==> src/rtl/opb_register_bank_if.sv <==
`default_nettype none
// ============================================================================
// Module      : opb_register_bank_if
// Description : OPB slave-side bus bundle for opb_register_bank. The vectors
//               keep the OPB big-endian numbering: bit 0 is the MSB, so
//               DBus[0:7] is the most significant byte lane and BE[0]
//               qualifies it.
// Ports       : master modport drives OPB_* and samples Sl_*;
//               slave modport samples OPB_* and drives Sl_*.
// Revision    : 1.0 - initial release
// ============================================================================
interface opb_register_bank_if;
  logic [0:31] OPB_ABus;
  logic [0:3]  OPB_BE;
  logic [0:31] OPB_DBus;
  logic        OPB_RNW;
  logic        OPB_select;
  logic        OPB_seqAddr;
  logic [0:31] Sl_DBus;
  logic        Sl_xferAck;
  logic        Sl_errAck;
  logic        Sl_retry;
  logic        Sl_toutSup;

  modport master (
    output OPB_ABus, OPB_BE, OPB_DBus, OPB_RNW, OPB_select, OPB_seqAddr,
    input  Sl_DBus, Sl_xferAck, Sl_errAck, Sl_retry, Sl_toutSup
  );

  modport slave (
    input  OPB_ABus, OPB_BE, OPB_DBus, OPB_RNW, OPB_select, OPB_seqAddr,
    output Sl_DBus, Sl_xferAck, Sl_errAck, Sl_retry, Sl_toutSup
  );
endinterface
`default_nettype wire

==> src/rtl/opb_register_bank.sv <==
`default_nettype none
// ============================================================================
// Module      : opb_register_bank
// Description : Bank of N_REGS 32-bit user registers on an OPB slave port.
//               A three-state handshake (IDLE -> ACK -> DONE) acknowledges
//               each hit for exactly one cycle. Writes commit byte-wise at
//               the end of the ACK cycle and raise a one-cycle strobe for
//               the target register. Registers flagged in PULSE_MASK keep a
//               written value for PULSE_LEN cycles and then clear to zero.
// Ports       : OPB_Clk        - clock, rising edge
//               OPB_Rst_n      - asynchronous active-low reset
//               opb            - OPB slave bus (address/data/handshake)
//               user_data_out  - register i on bits [32*i+31:32*i]
//               user_wr_stb    - one-cycle write strobe per register
// Revision    : 1.0 - initial release
// ============================================================================
module opb_register_bank #(
  parameter logic [31:0]       C_BASEADDR   = 32'h0100E200,
  parameter logic [31:0]       C_HIGHADDR   = 32'h0100E2FF,
  parameter int                C_OPB_AWIDTH = 32,
  parameter int                C_OPB_DWIDTH = 32,
  parameter int                N_REGS       = 4,
  parameter logic [N_REGS-1:0] PULSE_MASK   = '0,
  parameter int                PULSE_LEN    = 1,
  parameter logic [31:0]       INIT_VAL     = 32'h0
) (
  input  wire logic              OPB_Clk,
  input  wire logic              OPB_Rst_n,
  opb_register_bank_if.slave     opb,
  output logic [N_REGS*32-1:0]   user_data_out,
  output logic [N_REGS-1:0]      user_wr_stb
);

  typedef enum logic [1:0] {
    ST_IDLE = 2'd0,
    ST_ACK  = 2'd1,
    ST_DONE = 2'd2
  } state_t;

  state_t                    r_state;
  logic                      r_ack;
  logic                      r_rnw;
  logic                      r_valid;   // index lies inside the bank
  logic [3:0]                r_idx;
  logic [0:3]                r_be;
  logic [C_OPB_DWIDTH-1:0]   r_data;
  logic [N_REGS-1:0]         r_stb;

  logic [C_OPB_AWIDTH-1:0]   w_offset;
  logic                      w_hit;
  logic                      w_in_range;
  logic                      w_commit;
  logic [N_REGS-1:0]         w_sel;
  logic [31:0]               w_regs [N_REGS];
  logic [31:0]               w_rd_data;
  logic                      w_unused;

  // Address decode. The offset is only meaningful when the address is
  // inside the window; words past N_REGS are acknowledged but inert.
  assign w_hit      = opb.OPB_select &&
                      (opb.OPB_ABus >= C_BASEADDR) &&
                      (opb.OPB_ABus <= C_HIGHADDR);
  assign w_offset   = opb.OPB_ABus - C_BASEADDR;
  assign w_in_range = (w_offset[31:2] < 30'(N_REGS));

  // Sequential hint and byte offset within a word carry no information here.
  assign w_unused = ^{opb.OPB_seqAddr, w_offset[1:0]};

  // Handshake: the request is captured on the hit edge so the ACK cycle
  // works from stable copies even if the master changes the bus.
  always_ff @(posedge OPB_Clk or negedge OPB_Rst_n) begin
    if (!OPB_Rst_n) begin
      r_state <= ST_IDLE;
      r_ack   <= 1'b0;
      r_rnw   <= 1'b0;
      r_valid <= 1'b0;
      r_idx   <= 4'd0;
      r_be    <= 4'b0000;
      r_data  <= '0;
    end else begin
      case (r_state)
        ST_IDLE: begin
          if (w_hit) begin
            r_state <= ST_ACK;
            r_ack   <= 1'b1;
            r_rnw   <= opb.OPB_RNW;
            r_valid <= w_in_range;
            r_idx   <= w_offset[5:2];
            r_be    <= opb.OPB_BE;
            r_data  <= opb.OPB_DBus;
          end
        end
        ST_ACK: begin
          r_state <= ST_DONE;
          r_ack   <= 1'b0;
        end
        ST_DONE: begin
          r_state <= ST_IDLE;
        end
        default: begin
          r_state <= ST_IDLE;
          r_ack   <= 1'b0;
        end
      endcase
    end
  end

  assign w_commit = (r_state == ST_ACK) && !r_rnw && r_valid;

  always_ff @(posedge OPB_Clk or negedge OPB_Rst_n) begin
    if (!OPB_Rst_n) begin
      r_stb <= '0;
    end else begin
      r_stb <= w_sel;
    end
  end

  for (genvar i = 0; i < N_REGS; i++) begin : g_reg
    logic [31:0] r_val;
    logic [31:0] w_merged;

    assign w_sel[i] = w_commit && (r_idx == 4'(i));

    // BE[k] owns DBus[8k:8k+7], which lands on register bits [31-8k -: 8].
    always_comb begin
      w_merged = r_val;
      for (int k = 0; k < 4; k++) begin
        if (r_be[k]) begin
          w_merged[31-8*k -: 8] = r_data[31-8*k -: 8];
        end
      end
    end

    if (PULSE_MASK[i]) begin : g_pulse
      logic [7:0] r_cnt;

      // A write restarts the count even on the edge that would have cleared
      // the value, so back-to-back writes never produce a zero gap.
      always_ff @(posedge OPB_Clk or negedge OPB_Rst_n) begin
        if (!OPB_Rst_n) begin
          r_val <= 32'h0;
          r_cnt <= 8'd0;
        end else if (w_sel[i]) begin
          r_val <= w_merged;
          r_cnt <= 8'(PULSE_LEN);
        end else if (r_cnt != 8'd0) begin
          r_cnt <= r_cnt - 8'd1;
          if (r_cnt == 8'd1) begin
            r_val <= 32'h0;
          end
        end
      end
    end else begin : g_level
      always_ff @(posedge OPB_Clk or negedge OPB_Rst_n) begin
        if (!OPB_Rst_n) begin
          r_val <= INIT_VAL;
        end else if (w_sel[i]) begin
          r_val <= w_merged;
        end
      end
    end

    assign w_regs[i]                 = r_val;
    assign user_data_out[32*i +: 32] = r_val;
  end

  always_comb begin
    w_rd_data = 32'h0;
    for (int i = 0; i < N_REGS; i++) begin
      if (r_idx == 4'(i)) begin
        w_rd_data = w_regs[i];
      end
    end
  end

  // Read data is gated so the bus carries zero outside the ACK cycle.
  assign opb.Sl_DBus    = (r_state == ST_ACK && r_rnw && r_valid) ? w_rd_data : 32'h0;
  assign opb.Sl_xferAck = r_ack;
  assign opb.Sl_errAck  = 1'b0;
  assign opb.Sl_retry   = 1'b0;
  assign opb.Sl_toutSup = 1'b0;
  assign user_wr_stb    = r_stb;

endmodule
`default_nettype wire

==> src/flat_wrapper.sv <==
// flat-port wrapper written by rule: the top's interface ports become plain ports
module opb_register_bank_flat 
#(
  parameter logic [31:0]       C_BASEADDR   = 32'h0100E200,
  parameter logic [31:0]       C_HIGHADDR   = 32'h0100E2FF,
  parameter int                C_OPB_AWIDTH = 32,
  parameter int                C_OPB_DWIDTH = 32,
  parameter int                N_REGS       = 4,
  parameter logic [N_REGS-1:0] PULSE_MASK   = '0,
  parameter int                PULSE_LEN    = 1,
  parameter logic [31:0]       INIT_VAL     = 32'h0
)
  (OPB_Clk, OPB_Rst_n, user_data_out, user_wr_stb, opb_OPB_ABus, opb_OPB_BE, opb_OPB_DBus, opb_OPB_RNW, opb_OPB_select, opb_OPB_seqAddr, opb_Sl_DBus, opb_Sl_xferAck, opb_Sl_errAck, opb_Sl_retry, opb_Sl_toutSup);
  opb_register_bank_if opb_i ();
  input  wire logic OPB_Clk;
  input  wire logic OPB_Rst_n;
  output logic [N_REGS*32-1:0] user_data_out;
  output logic [N_REGS-1:0] user_wr_stb;
  input wire logic [$bits(opb_i.OPB_ABus)-1:0] opb_OPB_ABus;
  input wire logic [$bits(opb_i.OPB_BE)-1:0] opb_OPB_BE;
  input wire logic [$bits(opb_i.OPB_DBus)-1:0] opb_OPB_DBus;
  input wire logic [$bits(opb_i.OPB_RNW)-1:0] opb_OPB_RNW;
  input wire logic [$bits(opb_i.OPB_select)-1:0] opb_OPB_select;
  input wire logic [$bits(opb_i.OPB_seqAddr)-1:0] opb_OPB_seqAddr;
  output wire logic [$bits(opb_i.Sl_DBus)-1:0] opb_Sl_DBus;
  output wire logic [$bits(opb_i.Sl_xferAck)-1:0] opb_Sl_xferAck;
  output wire logic [$bits(opb_i.Sl_errAck)-1:0] opb_Sl_errAck;
  output wire logic [$bits(opb_i.Sl_retry)-1:0] opb_Sl_retry;
  output wire logic [$bits(opb_i.Sl_toutSup)-1:0] opb_Sl_toutSup;
  assign opb_i.OPB_ABus = opb_OPB_ABus;
  assign opb_i.OPB_BE = opb_OPB_BE;
  assign opb_i.OPB_DBus = opb_OPB_DBus;
  assign opb_i.OPB_RNW = opb_OPB_RNW;
  assign opb_i.OPB_select = opb_OPB_select;
  assign opb_i.OPB_seqAddr = opb_OPB_seqAddr;
  assign opb_Sl_DBus = opb_i.Sl_DBus;
  assign opb_Sl_xferAck = opb_i.Sl_xferAck;
  assign opb_Sl_errAck = opb_i.Sl_errAck;
  assign opb_Sl_retry = opb_i.Sl_retry;
  assign opb_Sl_toutSup = opb_i.Sl_toutSup;
  opb_register_bank #(.C_BASEADDR(C_BASEADDR), .C_HIGHADDR(C_HIGHADDR), .C_OPB_AWIDTH(C_OPB_AWIDTH), .C_OPB_DWIDTH(C_OPB_DWIDTH), .N_REGS(N_REGS), .PULSE_MASK(PULSE_MASK), .PULSE_LEN(PULSE_LEN), .INIT_VAL(INIT_VAL)) u_core (.OPB_Clk(OPB_Clk), .OPB_Rst_n(OPB_Rst_n), .opb(opb_i), .user_data_out(user_data_out), .user_wr_stb(user_wr_stb));
endmodule
==> config.mk <==
export PLATFORM = sky130hd
export DESIGN_NAME = opb_register_bank_flat
export DESIGN_NICKNAME = d
export VERILOG_FILES = /design/src/rtl/opb_register_bank_if.sv /design/src/rtl/opb_register_bank.sv /design/src/flat_wrapper.sv
export SDC_FILE = /design/constraint.sdc
export NUM_CORES = 1
export LEC_CHECK = 0
export ABC_CLOCK_PERIOD_IN_PS = 2400
export CORE_AREA = 2 2 135 137
export CTS_BUF_LIST = sky130_fd_sc_hd__clkbuf_8 sky130_fd_sc_hd__clkbuf_16
export CTS_CLUSTER_DIAMETER = 60
export CTS_CLUSTER_SIZE = 8
export DETAILED_ROUTE_END_ITERATION = 7
export DIE_AREA = 0 0 137 139
export HOLD_SLACK_MARGIN = 0.08
export PLACE_DENSITY = 0.89
export SETUP_SLACK_MARGIN = 0.5
export SLEW_MARGIN = 25
export SYNTH_ARGS = -nofsm -noshare
export SYNTH_HDL_FRONTEND = slang
export SYNTH_SLANG_ARGS = --single-unit
==> constraint.sdc <==
create_clock -name OPB_Clk -period 2.4 [get_ports OPB_Clk]
set_input_delay 0.24 -clock OPB_Clk [delete_from_list [all_inputs] [get_ports OPB_Clk]]
set_output_delay 0.24 -clock OPB_Clk [all_outputs]
set_load 0.03 [all_outputs]
==> results of run 1 <==
-- power groups by stage --
stage	sequential (mW)	combinational [mW]	clock [mW]
global placement	3.04	0.209	0
CTS	2.98	0.213	2.78
floorplan	3.04	0.0225	0
global route	2.98	0.242	2.92
finish	2.98	0.220	2.76
detailed placement	3.04	0.211	0
-- registers in the layout, indices dropped and copies added (netlist names) --
| signal | cells |
|---|---|
| u_core.r_idx | 4 |
| u_core.r_data | 32 |
| u_core.g.r_val | 128 |
| u_core.user_wr_stb | 4 |
| u_core.r_state | 2 |
| u_core.r_rnw | 1 |
| u_core.r_valid | 1 |
| u_core.r_be | 4 |
| u_core.opb.Sl_xferAck | 1 |
-- layout make-up --
cell class	instances	area (sq um)
clock inverter	14	143
fill	1140	5050
multi-input combinational	386	4170
tap	229	287
sequential	177	4430
clock buffer	18	439
timing repair buffer	287	3120
inverter	4	15.0
-- worst max-delay path: cells and delay by family (launching register included) --
family	cells	cell delay, ps
DFF	1	400
AOI/OAI and AO/OA	2	300
and+or+nand+nor	2	360
buffers and inverters	4	660
-- metrics by stage --
stage | utilization | TNS (ps) | instance area (sq um) | cells
final | 0.714 | -1.49 | 12600 | 1115
after global routing | 0.714 | -1170 | 12600 | 1115
after floorplan | - | 0 | 7910 | 601
after global placement | 0.599 | 0 | 10600 | 1056
after detailed placement | 0.599 | -502 | 10600 | 1056
after CTS | 0.670 | 0 | 11800 | 1104
-- logic make-up (layout without fill, tap and decap cells) --
family | after synthesis | in the layout | share of synthesized area
flops | 177 | 177 | 0.569
simple gates | 112 | 112 | 0.0773
mux | 170 | 170 | 0.246
other cells | 1 | 3 | 0.000482
xor+xnor | 1 | 1 | 0.00112
fa+ha+maj | 1 | 1 | 0.00161
buf+inv | 38 | 323 | 0.0252
compound gates | 99 | 99 | 0.0797
-- cell usage in the layout (no fill, tap or decap), types with 3 or more instances in the layout --
cell / synthesis / final
nand2_2: 8 / 14
and4b_1: 3 / 3
buf_6: 4 / 52
conb_1: 1 / 3
nand2_8: 0 / 9
o2bb2ai_2: 0 / 28
o21ai_0: 32 / 32
mux2_2: 163 / 79
a21oi_2: 0 / 32
o2bb2ai_1: 32 / 4
nor4_1: 5 / 4
mux2_4: 0 / 89
buf_16: 0 / 3
nor4b_4: 1 / 3
nand4_1: 3 / 3
dfrtp_1: 177 / 175
buf_12: 0 / 10
nand2_1: 75 / 44
inv_1: 4 / 7
clkinvlp_4: 0 / 6
buf_4: 4 / 15
nand2_4: 0 / 16
clkdlybuf4s50_1: 0 / 200
clkbuf_16: 0 / 21
-- final timing paths --
check | endpoint | cells after the start | slack (ps) | startpoint
max reg2reg | u_core.g_reg[1].r_val[29] | 10 | 120 | u_core.r_idx[2]
max | opb_Sl_DBus[20] | 8 | -1 | u_core.r_idx[2]
min reg2reg | u_core.opb.Sl_xferAck | 1 | 500 | u_core.opb.Sl_xferAck
min | u_core.r_state[0] | 4 | 290 | opb_OPB_ABus[10]
max in group asynchronous | u_core.g_reg[2].r_val[16] | 3 | 1270 | OPB_Rst_n
min in group asynchronous | u_core.r_valid | 2 | 320 | OPB_Rst_n
-- per-layer routing --
metal / global-route usage / vias up / wire length [microns]
met5: 0 / - / 0
li1: - / 2719 / -
met2: 0.428 / 288 / 13200
met1: 0.339 / 3282 / 10600
met3: 0.0599 / 59 / 1890
met4: 0.0933 / 0 / 728
-- what timing repair did --
action,CTS,global route
hold buffers,1,0
pin swaps,21,31
hold endpoints to repair,51,0
gates cloned,3,4
setup endpoints to repair,201,178
setup buffers,12,7
resized for setup,113,146
==> qor.csv, run 1 <==
stage,metric,value,unit
layout,area_growth,61.8,%
power_and_ir_drop,combPwrFrac,0.037,
die,rows,49,
detailed_routing,viasPerCell,5.69,
yosys,yosys_warnings,0,
power_and_ir_drop,p_per_area,473,nW/um^2
grt,gr-total-overflow,0,
clock_tree,insertion_delay,430,ps
placed_design,hpwl,15800,microns
yosys,synth-seq-cells,177,
yosys,netlist_area,7790,sq um
status,run_status,finished with violations,
grt,grt_antenna_before_repair,0,
layout,nNetsFinal,947,
setup_path,path_max_fanout,8,
timing,finalMaxSlewViolations,0,
timing,rsz0062_at_grt,yes,
die,die_h,139,microns
timing,fin_crit,2400,ps
die,ios,241,
yosys,synthCells,599,
setup_path,critical-path-slowest-cell,dfrtp_1,
timing,maxSlewHeadroom,0.608,
layout,diodes,0,
setup_path,crit_chain,buf_6 > nor4b_4 > buf_6 > buf_16 > nand2_4 > o2bb2ai_2 > a21oi_2 > buf_6,
setup_path,cp_common_cell,buf_6,
power_and_ir_drop,p_leak,5.87,nW
grt,grt_pass1_vias,6587,
setup_path,path_class,reg2out,
yosys,synth.top_cell.area_share,0.569,
timing,tightest_slew,588,ps
clock_tree,cts_inserted_buffers,17,
clock_tree,clkTransAtPathRegs,70,ps
power_and_ir_drop,p_clk_frac,0.463,
setup_path,required,2160,ps
placed_design,numPortBuffers,234,
yosys,ys_async_sr_fraction,1.00,
die,start_util,0.441,
setup_path,worst_setup_path_end_kind,primary output,
placed_design,gp_congestion,0.810,
detailed_routing,wire_per_inst,23.7,microns
power_and_ir_drop,power,5.96,mW
layout,layout-drive-gt1-share,0.447,
detailed_routing,ant_nets,0,
detailed_routing,initialDrtViolationCount,283,
power_and_ir_drop,vdd_drop_max,0.463,mV
detailed_routing,dr.pass1.iters,4,
yosys,synth_area_leaders,"dfrtp_1 57%, mux2_2 24%, nand2_1 3.6%",
clock_tree,cts-root-buf,clkbuf_16,
power_and_ir_drop,seq_power_share,0.500,
yosys,synth.avg_cell_area,13.0,sq um
yosys,synth_flop_cell,dfrtp_1,
timing,post-route-worst-setup-slack,-1.49,ps
die,core,17700,sq um
setup_path,startpoint_type,register,
power_and_ir_drop,p_sw,1.31,mW
die,dieArea,19000,sq um
power_and_ir_drop,p_int,4.66,mW
timing,skew,10.4,ps
timing,setup_viol,1,
setup_path,cp.arrival,2160,ps
yosys,yosysMostFrequentCell,dfrtp_1,
timing,max_clock_freq,416,MHz
setup_path,critPathMaxStageDelay,400,ps
yosys,synth_cell_types,37,
min_path,holdCritPathClass,in2reg,
die,dieWidth,137,microns
grt,grt_usage,0.261,
flow_run,cap_violations,0,
grt,grt_start_max_net_pins,73,
yosys,synth_edf_count,0,
clock_tree,htreeDepth,4,
grt,grt_pass1_wl,37400,microns
clock_tree,cts_tree,built,
yosys,synth.largest_area_cell,dfrtp_1,
clock_tree,clock_sinks,177,
status,violations,setup timing,
timing,hold_violations,0,
timing,whs,293,ps
detailed_routing,drc,0,
placed_design,place_ws,-28.4,ps
power_and_ir_drop,p_sw_frac,0.219,
yosys,yosys-top-cells-count,"177 x dfrtp_1, 163 x mux2_2, 75 x nand2_1, 33 x a21oi_1",
detailed_routing,wl,26400,microns
clock_tree,cts_max_path_buffers,2,
yosys,seq_area_frac_synth,0.569,
detailed_routing,num_vias,6348,
timing,min_period_over_period,1.00,
(Power assumes the default switching activity.)
==> inputs of run 2 (changes only) <==
--- a/config.mk
+++ b/config.mk
@@ -12,6 +12,7 @@
 export CTS_CLUSTER_SIZE = 8
 export DETAILED_ROUTE_END_ITERATION = 7
 export DIE_AREA = 0 0 137 139
+export GPL_TIMING_DRIVEN = 0
 export HOLD_SLACK_MARGIN = 0.08
 export PLACE_DENSITY = 0.89
 export SETUP_SLACK_MARGIN = 0.5
==> run 2 against run 1 <==
The run still ends with setup timing left; critical path depth is the same; critical path type unchanged; critical endpoint is now opb_Sl_DBus[28]; wire length grew 3.9%; cell count grew 1.9%; register-to-register slack gained 70 ps; total power grew 1.3%; flip-flop and latch count is the same; largest cell class is now multi-input gates; design area grew 4.8%; count of clock-buffer cells in the layout is the same; setup slack lost 52 ps; sequential share of layout area shrank 1.6 points; combinational power grew 5%; die area is the same.
==> qor.csv, run 2 (synthesized netlist as in run 1, its figures left out) <==
stage,metric,value,unit,change
clock_tree,clkTransAtPathRegs,70,ps,about the same
clock_tree,cts_max_path_buffers,2,,unchanged
die,ios,241,,unchanged
layout,area_growth,69.6,%,
power_and_ir_drop,p_leak,6.08,nW,+3.5%
layout,largest_registers,"u_core.g.r_val (128), u_core.r_data (32)",,
layout,design_area,13200,sq um,+4.8%
placed_design,place_ws,-492,ps,-464 ps
power_and_ir_drop,p_sw_frac,0.224,,+0.00453
setup_path,path_max_fanout,6,,-2
timing,max_clock_freq,408,MHz,-2.1%
timing,whs,232,ps,-61.4 ps
clock_tree,insertion_delay,430,ps,about the same
placed_design,numPortBuffers,234,,unchanged
layout,post-route-util,0.748,,+0.0342
timing,rsz0062_at_grt,yes,,
clock_tree,htreeDepth,4,,unchanged
die,dieWidth,137,microns,unchanged
power_and_ir_drop,p_per_area,457,nW/um^2,-3.4%
layout,nNetsFinal,968,,+2.2%
flow_run,cap_violations,0,,unchanged
setup_path,startpoint_type,register,,
timing,fin_crit,2450,ps,+51.5 ps
grt,grt_antenna_before_repair,0,,unchanged
layout,mostFrequentLayoutCell,clkdlybuf4s50_1,,
setup_path,path_class,reg2out,,
detailed_routing,wl,27500,microns,+3.9%
power_and_ir_drop,p_int,4.69,mW,+0.67%
setup_path,cp_common_cell,buf_6,,
setup_path,r2r_slack,190,ps,+70 ps
setup_path,critical-path-slowest-cell,dfrtp_2,,
power_and_ir_drop,vdd_drop_max,0.493,mV,+6.4%
layout,largest_reg_flops,128,,unchanged
setup_path,required,2160,ps,about the same
placed_design,dpl-instance-area,10600,sq um,+0.25%
die,start_util,0.441,,unchanged
detailed_routing,initialDrtViolationCount,278,,-1.8%
min_path,holdCritPathClass,in2async,,
clock_tree,cts_tree,built,,
timing,post-route-worst-setup-slack,-53.0,ps,-51.5 ps
die,core,17700,sq um,unchanged
layout,layout.cells.most_common_list,"198 x clkdlybuf4s50_1, 174 x dfrtp_1, 101 x mux2_4",,
grt,gr-total-overflow,0,,unchanged
die,dieArea,19000,sq um,unchanged
setup_path,crit_chain,buf_6 > nor4b_4 > buf_6 > clkbuf_8 > nand2_1 > o2bb2ai_2 > a21oi_2 > buf_6,,
layout,layout-drive-gt1-share,0.470,,+0.0227
clock_tree,cts_inserted_buffers,17,,unchanged
grt,grt_pass1_vias,6529,,-0.88%
timing,min_period_over_period,1.02,,+0.0215
power_and_ir_drop,p_sw,1.35,mW,+3.3%
power_and_ir_drop,p_clk_frac,0.468,,+0.005
grt,grt_pass1_wl,38000,microns,+1.5%
layout,diodes,0,,unchanged
die,rows,49,,unchanged
grt,grt_usage,0.265,,+0.00327
detailed_routing,dr.pass1.iters,4,,unchanged
detailed_routing,num_vias,6414,,+1.0%
status,violations,setup timing,,
detailed_routing,ant_nets,0,,unchanged
placed_design,hpwl,16000,microns,+1.1%
detailed_routing,viasPerCell,5.65,,-0.83%
clock_tree,clock_sinks,177,,unchanged
die,die_h,139,microns,unchanged
grt,grt_start_max_net_pins,80,,+9.6%
detailed_routing,drc,0,,unchanged
setup_path,cp.arrival,2210,ps,+50 ps
layout,nFillCells,1071,,-6.1%
timing,hold_violations,0,,unchanged
placed_design,gp_congestion,0.826,,+2.0%
layout,max_flop_register,u_core.g.r_val,,
detailed_routing,wire_per_inst,24.2,microns,+2.0%
timing,tns,-471,ps,-470 ps
power_and_ir_drop,combPwrFrac,0.038,,about the same
timing,setup_viol,20,,+19
timing,tightest_slew,553,ps,-35.3 ps
setup_path,worst_setup_path_end_kind,primary output,,
clock_tree,cts-root-buf,clkbuf_16,,
timing,finalMaxSlewViolations,0,,unchanged
setup_path,critPathMaxStageDelay,450,ps,+50 ps
timing,skew,8.05,ps,-2.30 ps
timing,maxSlewHeadroom,0.631,,+0.0235
power_and_ir_drop,seq_power_share,0.494,,-0.006
status,run_status,finished with violations,,
run 2: worst paths after layout:
check / from / to / cells past startpoint
max: u_core.r_idx[3] / opb_Sl_DBus[28] / 8
min in group OPB_Clk: opb_OPB_ABus[9] / u_core.r_state[0] / 4
max reg2reg: u_core.r_idx[3] / u_core.g_reg[1].r_val[1] / 8
min reg2reg: u_core.opb.Sl_xferAck / u_core.opb.Sl_xferAck / 1
max in group asynchronous: OPB_Rst_n / u_core.g_reg[0].r_val[14] / 4
min: OPB_Rst_n / u_core.r_data[26] / 2
run 2: power groups by stage:
stage	sequential (mW)	combinational, mW	clock, mW
after global routing	2.98	0.252	2.99
final	2.98	0.231	2.82
after global placement	3.04	0.202	0
after floorplan	3.04	0.0225	0
after CTS	2.98	0.222	2.84
after detailed placement	3.04	0.218	0
run 2: critical path: cells and delay by family (launching register included):
family	cells	cell delay, ps
AOI/OAI and AO/OA	2	310
DFF	1	450
buffers and inverters	4	670
and+or+nand+nor	2	350
run 2: cell type report:
type / count / area [sq um] / area share
timing repair buffer: 274 / 2920 / 0.221
multi-input combinational: 386 / 4510 / 0.342
sequential: 177 / 4430 / 0.336
clock inverter: 14 / 156 / 0.0118
inverter: 4 / 15.0 / 0.00114
clock buffer: 18 / 439 / 0.0333
tap: 229 / 287 / 0.0217
buffer: 34 / 445 / 0.0337
run 2: metrics by stage:
step / power [mW] / cells
final: 6.04 / 1136
after global routing: 6.22 / 1136
after CTS: 6.04 / 1118
after detailed placement: 3.26 / 1066
after global placement: 3.24 / 1064
after floorplan: 3.06 / 601
run 2: per-layer routing:
layer,share of wire,up-vias,track usage
met5,0,-,0
li1,-,2760,-
met3,0.064,49,0.0753
met2,0.51,270,0.445
met1,0.41,3335,0.334
met4,0.022,0,0.0695
run 2: what timing repair did:
action                                  in CTS  in global routing
hold buffers                                 1                  0
pin swaps                                   18                 37
gates resized for setup                    387                173
gates cloned                                 4                  6
hold endpoints to repair                    98                  0
endpoints found under the setup margin     202                199
setup buffers                               15                 12
